==> src/rtl/pv_ctrl_pkg.sv <==
// ============================================================================
// Module      : pv_ctrl_pkg
// Description : Shared definitions for the pv_ctrl word protocol: the
//               generator state encoding, control-word bit positions and a
//               pack function that builds a control word. The PV evaluator
//               bench imports the same pack function so both ends agree on
//               the word layout.
// Revision    : 1.0 - initial release
// ============================================================================
`default_nettype none

package pv_ctrl_pkg;

  // Generator states. FILL is only reachable when the fill option is built in.
  typedef enum logic [2:0] {
    ST_IDLE  = 3'd0,
    ST_CLEAR = 3'd1,
    ST_WRITE = 3'd2,
    ST_FILL  = 3'd3,
    ST_DONE  = 3'd4
  } pv_state_t;

  // Fixed command bits at the top of every control word.
  localparam int WRITE_BIT = 31;
  localparam int CLEAR_BIT = 30;

  // The entry field always starts at bit 0.
  localparam int ENTRY_LSB = 0;

  // Ply field sits directly above the UCI entry.
  function automatic int ply_lsb(input int uci_w);
    return uci_w;
  endfunction

  // entry_valid flag sits directly above the ply field.
  function automatic int valid_bit(input int uci_w, input int ply_w);
    return uci_w + ply_w;
  endfunction

  // Build one control word. Fields wider than their slot are masked so a
  // caller can pass zero-extended values without worrying about overlap.
  function automatic logic [31:0] pack_word(
    input logic        wr,
    input logic        clr,
    input logic        entry_valid,
    input logic [31:0] ply,
    input logic [31:0] entry,
    input int          uci_w,
    input int          ply_w
  );
    logic [31:0] entry_mask;
    logic [31:0] ply_mask;
    logic [31:0] word;
    entry_mask = (32'd1 << uci_w) - 32'd1;
    ply_mask   = (32'd1 << ply_w) - 32'd1;
    word       = ((entry & entry_mask) << ENTRY_LSB)
               | ((ply & ply_mask) << ply_lsb(uci_w));
    word       = word | (32'(entry_valid) << valid_bit(uci_w, ply_w));
    word       = word | (32'(wr) << WRITE_BIT) | (32'(clr) << CLEAR_BIT);
    return word;
  endfunction

endpackage : pv_ctrl_pkg

`default_nettype wire

==> src/rtl/pv_ctrl_gen.sv <==
// ============================================================================
// Module      : pv_ctrl_gen
// Description : Transmit end of the pv_ctrl word protocol. Converts a
//               ply-ordered UCI move stream into one clear word followed by
//               one write word per ply on the broadcast pv_ctrl bus, then
//               pulses done.
//               Build option: define PV_CTRL_GEN_FILL_EN to append write
//               words with entry_valid=0 for every ply past the PV length.
// Revision    : 1.0 - initial release
// ============================================================================
`default_nettype none

module pv_ctrl_gen
  import pv_ctrl_pkg::*;
#(
  parameter int UCI_WIDTH      = 16,
  parameter int MAX_DEPTH_LOG2 = 5
) (
  input  logic                    clk,
  input  logic                    reset_n,
  input  logic                    pv_start,
  input  logic [MAX_DEPTH_LOG2:0] pv_length,
  input  logic                    pv_abort,
  input  logic                    move_valid,
  input  logic [UCI_WIDTH-1:0]    move_uci,
  output logic                    move_ready,
  output logic [31:0]             pv_ctrl_out,
  output logic                    busy,
  output logic                    done
);

  // Ply counter and length are one bit wider than the ply field so they can
  // hold the full table depth.
  localparam int PW        = MAX_DEPTH_LOG2 + 1;
  localparam int MAX_DEPTH = 2 ** MAX_DEPTH_LOG2;
  localparam int LAST_IDX  = MAX_DEPTH - 1;

  localparam logic [PW-1:0] DEPTH_CNT = MAX_DEPTH[PW-1:0];
  localparam logic [PW-1:0] LAST_PLY  = LAST_IDX[PW-1:0];
  localparam logic [PW-1:0] PLY_ONE   = {{MAX_DEPTH_LOG2{1'b0}}, 1'b1};
  localparam logic [PW-1:0] PLY_ZERO  = '0;

  // The entry, ply and valid fields must all sit below the clear bit.
  if (UCI_WIDTH + MAX_DEPTH_LOG2 + 1 > 30) begin : g_width_check
    $error("pv_ctrl_gen: UCI_WIDTH + MAX_DEPTH_LOG2 + 1 must not exceed 30");
  end

  pv_state_t      state;
  pv_state_t      state_nxt;
  logic [PW-1:0]  ply;
  logic [PW-1:0]  ply_nxt;
  logic [PW-1:0]  len;
  logic [PW-1:0]  len_nxt;
  logic [PW-1:0]  len_clamped;
  logic [31:0]    word_nxt;
  logic           busy_nxt;
  logic           done_nxt;

  // Requests longer than the table are clamped so the ply counter never
  // has to wrap.
  assign len_clamped = (pv_length > DEPTH_CNT) ? DEPTH_CNT : pv_length;

  // Next-state, next-output and move handshake decode.
  always_comb begin
    state_nxt  = state;
    ply_nxt    = ply;
    len_nxt    = len;
    word_nxt   = 32'h0;
    busy_nxt   = busy;
    done_nxt   = 1'b0;
    move_ready = 1'b0;

    case (state)
      ST_IDLE: begin
        if (pv_start && !busy) begin
          len_nxt   = len_clamped;
          ply_nxt   = PLY_ZERO;
          busy_nxt  = 1'b1;
          state_nxt = ST_CLEAR;
        end
      end

      ST_CLEAR: begin
        word_nxt = pack_word(1'b0, 1'b1, 1'b0, 32'h0, 32'h0,
                             UCI_WIDTH, MAX_DEPTH_LOG2);
        if (len != PLY_ZERO) begin
          state_nxt = ST_WRITE;
        end else begin
`ifdef PV_CTRL_GEN_FILL_EN
          state_nxt = ST_FILL;
`else
          state_nxt = ST_DONE;
`endif
        end
      end

      ST_WRITE: begin
        move_ready = 1'b1;
        if (move_valid) begin
          word_nxt = pack_word(1'b1, 1'b0, 1'b1, 32'(ply), 32'(move_uci),
                               UCI_WIDTH, MAX_DEPTH_LOG2);
          ply_nxt  = ply + PLY_ONE;
          if (ply == len - PLY_ONE) begin
`ifdef PV_CTRL_GEN_FILL_EN
            state_nxt = (len == DEPTH_CNT) ? ST_DONE : ST_FILL;
`else
            state_nxt = ST_DONE;
`endif
          end
        end
      end

`ifdef PV_CTRL_GEN_FILL_EN
      ST_FILL: begin
        // Wipe every ply past the loaded PV, one per cycle.
        word_nxt = pack_word(1'b1, 1'b0, 1'b0, 32'(ply), 32'h0,
                             UCI_WIDTH, MAX_DEPTH_LOG2);
        ply_nxt  = ply + PLY_ONE;
        if (ply == LAST_PLY) begin
          state_nxt = ST_DONE;
        end
      end
`endif

      ST_DONE: begin
        done_nxt  = 1'b1;
        busy_nxt  = 1'b0;
        state_nxt = ST_IDLE;
      end

      default: begin
        state_nxt = ST_IDLE;
        busy_nxt  = 1'b0;
      end
    endcase

    // Abort wins over everything, including a same-cycle move handshake,
    // so the move is left for the source to present again.
    if (pv_abort && (state != ST_IDLE)) begin
      state_nxt  = ST_IDLE;
      ply_nxt    = ply;
      word_nxt   = 32'h0;
      busy_nxt   = 1'b0;
      done_nxt   = 1'b0;
      move_ready = 1'b0;
    end
  end

  // State, counters and registered bus outputs.
  always_ff @(posedge clk or negedge reset_n) begin
    if (!reset_n) begin
      state       <= ST_IDLE;
      ply         <= PLY_ZERO;
      len         <= PLY_ZERO;
      pv_ctrl_out <= 32'h0;
      busy        <= 1'b0;
      done        <= 1'b0;
    end else begin
      state       <= state_nxt;
      ply         <= ply_nxt;
      len         <= len_nxt;
      pv_ctrl_out <= word_nxt;
      busy        <= busy_nxt;
      done        <= done_nxt;
    end
  end

endmodule : pv_ctrl_gen

`default_nettype wire
==> config.mk <==
export PLATFORM = sky130hd
export DESIGN_NAME = pv_ctrl_gen
export DESIGN_NICKNAME = d
export VERILOG_FILES = /design/src/rtl/pv_ctrl_pkg.sv /design/src/rtl/pv_ctrl_gen.sv
export SDC_FILE = /design/constraint.sdc
export NUM_CORES = 1
export LEC_CHECK = 0
export ABC_CLOCK_PERIOD_IN_PS = 2050
export CAP_MARGIN = 10
export CELL_PAD_IN_SITES_DETAIL_PLACEMENT = 1
export CELL_PAD_IN_SITES_GLOBAL_PLACEMENT = 2
export CORE_MARGIN = 2
export CORE_UTILIZATION = 27
export DETAILED_ROUTE_END_ITERATION = 6
export PLACE_DENSITY = 0.9
export SKIP_CTS_REPAIR_TIMING = 1
export SLEW_MARGIN = 20
export SYNTH_ARGS = -nofsm -noshare
export SYNTH_HDL_FRONTEND = slang
export SYNTH_SLANG_ARGS = --single-unit
export TNS_END_PERCENT = 5
==> constraint.sdc <==
create_clock -name clk -period 2.05 [get_ports clk]
set_input_delay 0.41 -clock clk [delete_from_list [all_inputs] [get_ports clk]]
set_output_delay 0.41 -clock clk [all_outputs]
set_load 0.02 [all_outputs]
==> results of run 1 <==
==> cells by family after synthesis <==
group                      Yosys count  share of synthesized area, %
and+or+nand+nor                     66                          22.5
DFF                                 40                          57.6
buffers and inverters               20                          6.84
AOI/OAI and AO/OA                   14                          5.33
xor gates and xnor gates             9                          4.54
adders and majority gates            2                          1.44
muxes                                2                          1.51
other                                1                         0.216
==> synth_stat cells, types with 2 or more instances <==
master	n
clkbuf_1	4
xor2_1	8
a31o_2	2
nor4b_1	2
o21ai_0	4
buf_4	9
nand2_1	13
o211ai_1	2
nand2b_1	3
inv_1	2
and3_1	21
ha_1	2
a21oi_1	4
nor2_1	7
inv_2	2
dfrtp_1	40
nand3_1	2
nand3b_1	6
buf_2	2
==> cell type report <==
cell class	count	area, sq um	share of cell area [%]
sequential	40	1000	40.8
timing repair buffer	64	611	24.9
inverter	4	15.0	0.612
tap	77	96.3	3.93
clock buffer	5	68.8	2.80
clock inverter	3	18.8	0.765
multi-input combinational	101	643	26.2
==> per-stage QoR <==
stage	total power [mW]	cell area [sq um]	utilization, %
floorplan	1.49	1760	-
global placement	1.75	2360	37.7
detailed placement	1.77	2360	37.7
CTS	2.30	2450	39.0
global route	2.44	2450	39.1
finish	2.28	2450	39.1
==> state kept, by name (all words and copies together) (netlist names) <==
register and count:
pv_ctrl_out 23, len 6, ply 6, state 3
busy 1, done 1
==> worst max-delay path: cells and delay by family <==
| family | cells | cell delay [ps] |
|---|---|---|
| simple gates | 1 | 500 |
| buf+inv | 3 | 690 |
==> where the power goes <==
part	total [mW]	switching, mW	internal, mW	leakage (nW)
logic	0.758	0.380	0.377	0.621
clock network	0.525	0.288	0.237	0.0479
registers	0.999	0.101	0.897	0.546
total	2.28	0.769	1.51	1.22
==> layer usage <==
layer	part of all wire (%)	global-route usage, %
met1	45	15.4
met2	47	18.1
met3	6.6	4.03
met4	1.6	4.40
met5	0	0
==> how the worst min path moves through the flow <==
| stage | slack, ps | startpoint | endpoint |
|---|---|---|---|
| after floorplan | 110 | reset_n | busy$_DFFE_PN0P_ |
| after global placement | 500 | reset_n | pv_ctrl_out[5]$_DFF_PN0_ |
| after detailed placement | 510 | reset_n | pv_ctrl_out[5]$_DFF_PN0_ |
| after CTS | 190 | reset_n | pv_ctrl_out[5]$_DFF_PN0_ |
| after global routing | 220 | reset_n | pv_ctrl_out[5]$_DFF_PN0_ |
| final | 160 | reset_n | pv_ctrl_out[5]$_DFF_PN0_ |
==> results.env, run 1 <==
LAYOUT_COMMONEST_CELL='clkdlybuf4s50_1'
GRT_USAGE_PCT=11.8
FIN_CRIT_SH_PCT=98.2
TIMING.MAX_SLEW.REL_SLACK_PCT=51.7
PATH_CLASS='in2out'
SYNTH_AREA_LEADER_CELL='dfrtp_1'
ROUTE.DETAILED.WL_PER_INST_UM=13.3
TIMING.REG2REG.WORST_PATH_DEPTH=6
SETUP_SLACK_PS=36.1
WORST_EP_REQUIRED_TIME_PS=1640
MOSTFREQUENTLAYOUTCELLS='clkdlybuf4s50_1, dfrtp_1, and3_1, nand2_1, buf_4'
YS_TYPES=38
CRIT_PATH_START_KIND='primary input'
PORTBUFFERS=53
GLOBALROUTE.TOTALOVERFLOW=0
CRIT-REG2REG-LAUNCH='state[0]$_DFFE_PN0P_'
FINALMAXSLEWVIOLATIONS=0
FLOW.AREA_GROWTH_FROM_SYNTHESIS_PCT=41.3
PLACED_CELLS=286
CLOCK_INSERTION_DELAY_WORST_SKEW_PS=300
START_UTIL_PCT=27.7
TOTALNEGATIVESETUPSLACK_PS=0
R2R-END='ply[1]$_DFFE_PN0P_'
DR.FIRST_ITER.DRC_COUNT=59
PATH_CLK_SLEW_PS=80
POSTSYNTH.TOPFLOPCELL='dfrtp_1'
ROOT_BUFFER='clkbuf_8'
PRECTSSETUPSLACK_PS=-378
DIE_HEIGHT_UM=84.2
CRITICAL_PATH_ARRIVAL_PS=1600
SYN-INSTANCE-COUNT=154
MAX_CAP_VIOLATIONS=0
WORST_HOLD_MARGIN_PS=161
SYN-MEAN-INSTANCE-AREA_SQ_UM=11.3
CRIT_END_CATEGORY='output pin'
DRT_FIRST_PASS_ITERS=4
DRIVE_ABOVE_1_SHARE_PCT=14.7
CRIT_PATH_START='pv_abort'
RRSETUPSLACK_PS=200
HOLD_VIOLATIONS=0
SETUP_REPAIR_AFTER_GLOBAL_ROUTING_MISSED_ITS_MARGIN='no'
YOSYS-TOP-CELLS-AREA='dfrtp_1, and3_1, xor2_1'
INSERTEDDIODECOUNT=0
IOPINCOUNT=62
HOLD_PATH_CLASS='in2async'
MAX_FREQ_MHz=497
ENDPOINT='move_ready'
CPMAXSTAGEDELAYCELL='or4b_4'
FILL_CELLS=700
NUM-NETS-FINAL=245
GRT_START_MAX_NET_PINS=35
FP.COREAREA_SQ_MM=0.00628
FLOORPLAN.ROWS=29
OUTCOME='complete, no violations'
CRIT_CHAIN='clkdlybuf4s50_1, or4b_4, inv_2, clkbuf_2'
SYNTH_EDF_COUNT=0
SYN-CELL-AREA_SQ_MM=0.00174
ASYNCSETRESETFLOPFRACSYNTH_PCT=100
POWER_PER_CELL_AREA_mW_PER_MM2=930
PLACE.DETAILED.HPWL_MM=2.86
YS_SEQ_AREA_SHARE_PCT=57.6
INITIAL_ANTENNA_VIOLATION_COUNT=0
CTS_TREE='done'
POWER_LEAKAGE_nW=1.22
CP_MAX_FANOUT=2
FP.DIEAREA_SQ_MM=0.00709
ROUTE.VIAS.TOTAL=1329
INSTANCES_NO_FILL=294
WL_MM=3.92
DRC=0
CLOCKBUFFERDEPTH=2
PERIOD_NEEDED_PS=2010
CTS_INSERTED_BUFFERS=5
VDD_DROP_MAX_mV=0.355
GRT_FIRST_PASS_WIRELENGTH_MM=6.49
YOSYS_WARNINGS=0
FIRST_GLOBAL_VIAS=1330
TRANSITION_TIME_AT_THE_PIN_WITH_THE_LEAST_SLEW_MARGIN_PS=724
SETUP_VIOLATIONS=0
DIE_WIDTH_UM=84.2
NETLIST.AREA_LEADER.SHARE_PCT=57.6
CP_SLOWEST_STAGE_DELAY_PS=500
YOSYS_REGISTER_BITS=40
HTREE_NUM_LEVELS=2
GPL.FINAL_WEIGHTED_CONGESTION=0.766
POSTROUTEANTENNANETS=0
VIAS_PER_CELL=4.52
CLOCK_SINKS=40
FINAL_WORST_CLOCK_SKEW_PS=4.65
Note: power is estimated with default switching activity, not from simulation.
==> inputs of run 2 (changes only) <==
--- a/config.mk
+++ b/config.mk
@@ -6,7 +6,7 @@
 export NUM_CORES = 1
 export LEC_CHECK = 0
 export ABC_CLOCK_PERIOD_IN_PS = 2050
-export CAP_MARGIN = 10
+export CAP_MARGIN = 5
 export CELL_PAD_IN_SITES_DETAIL_PLACEMENT = 1
 export CELL_PAD_IN_SITES_GLOBAL_PLACEMENT = 2
 export CORE_MARGIN = 2
==> results of run 2 <==
The final DEF is identical to that of run 1; final timing and power are the same.
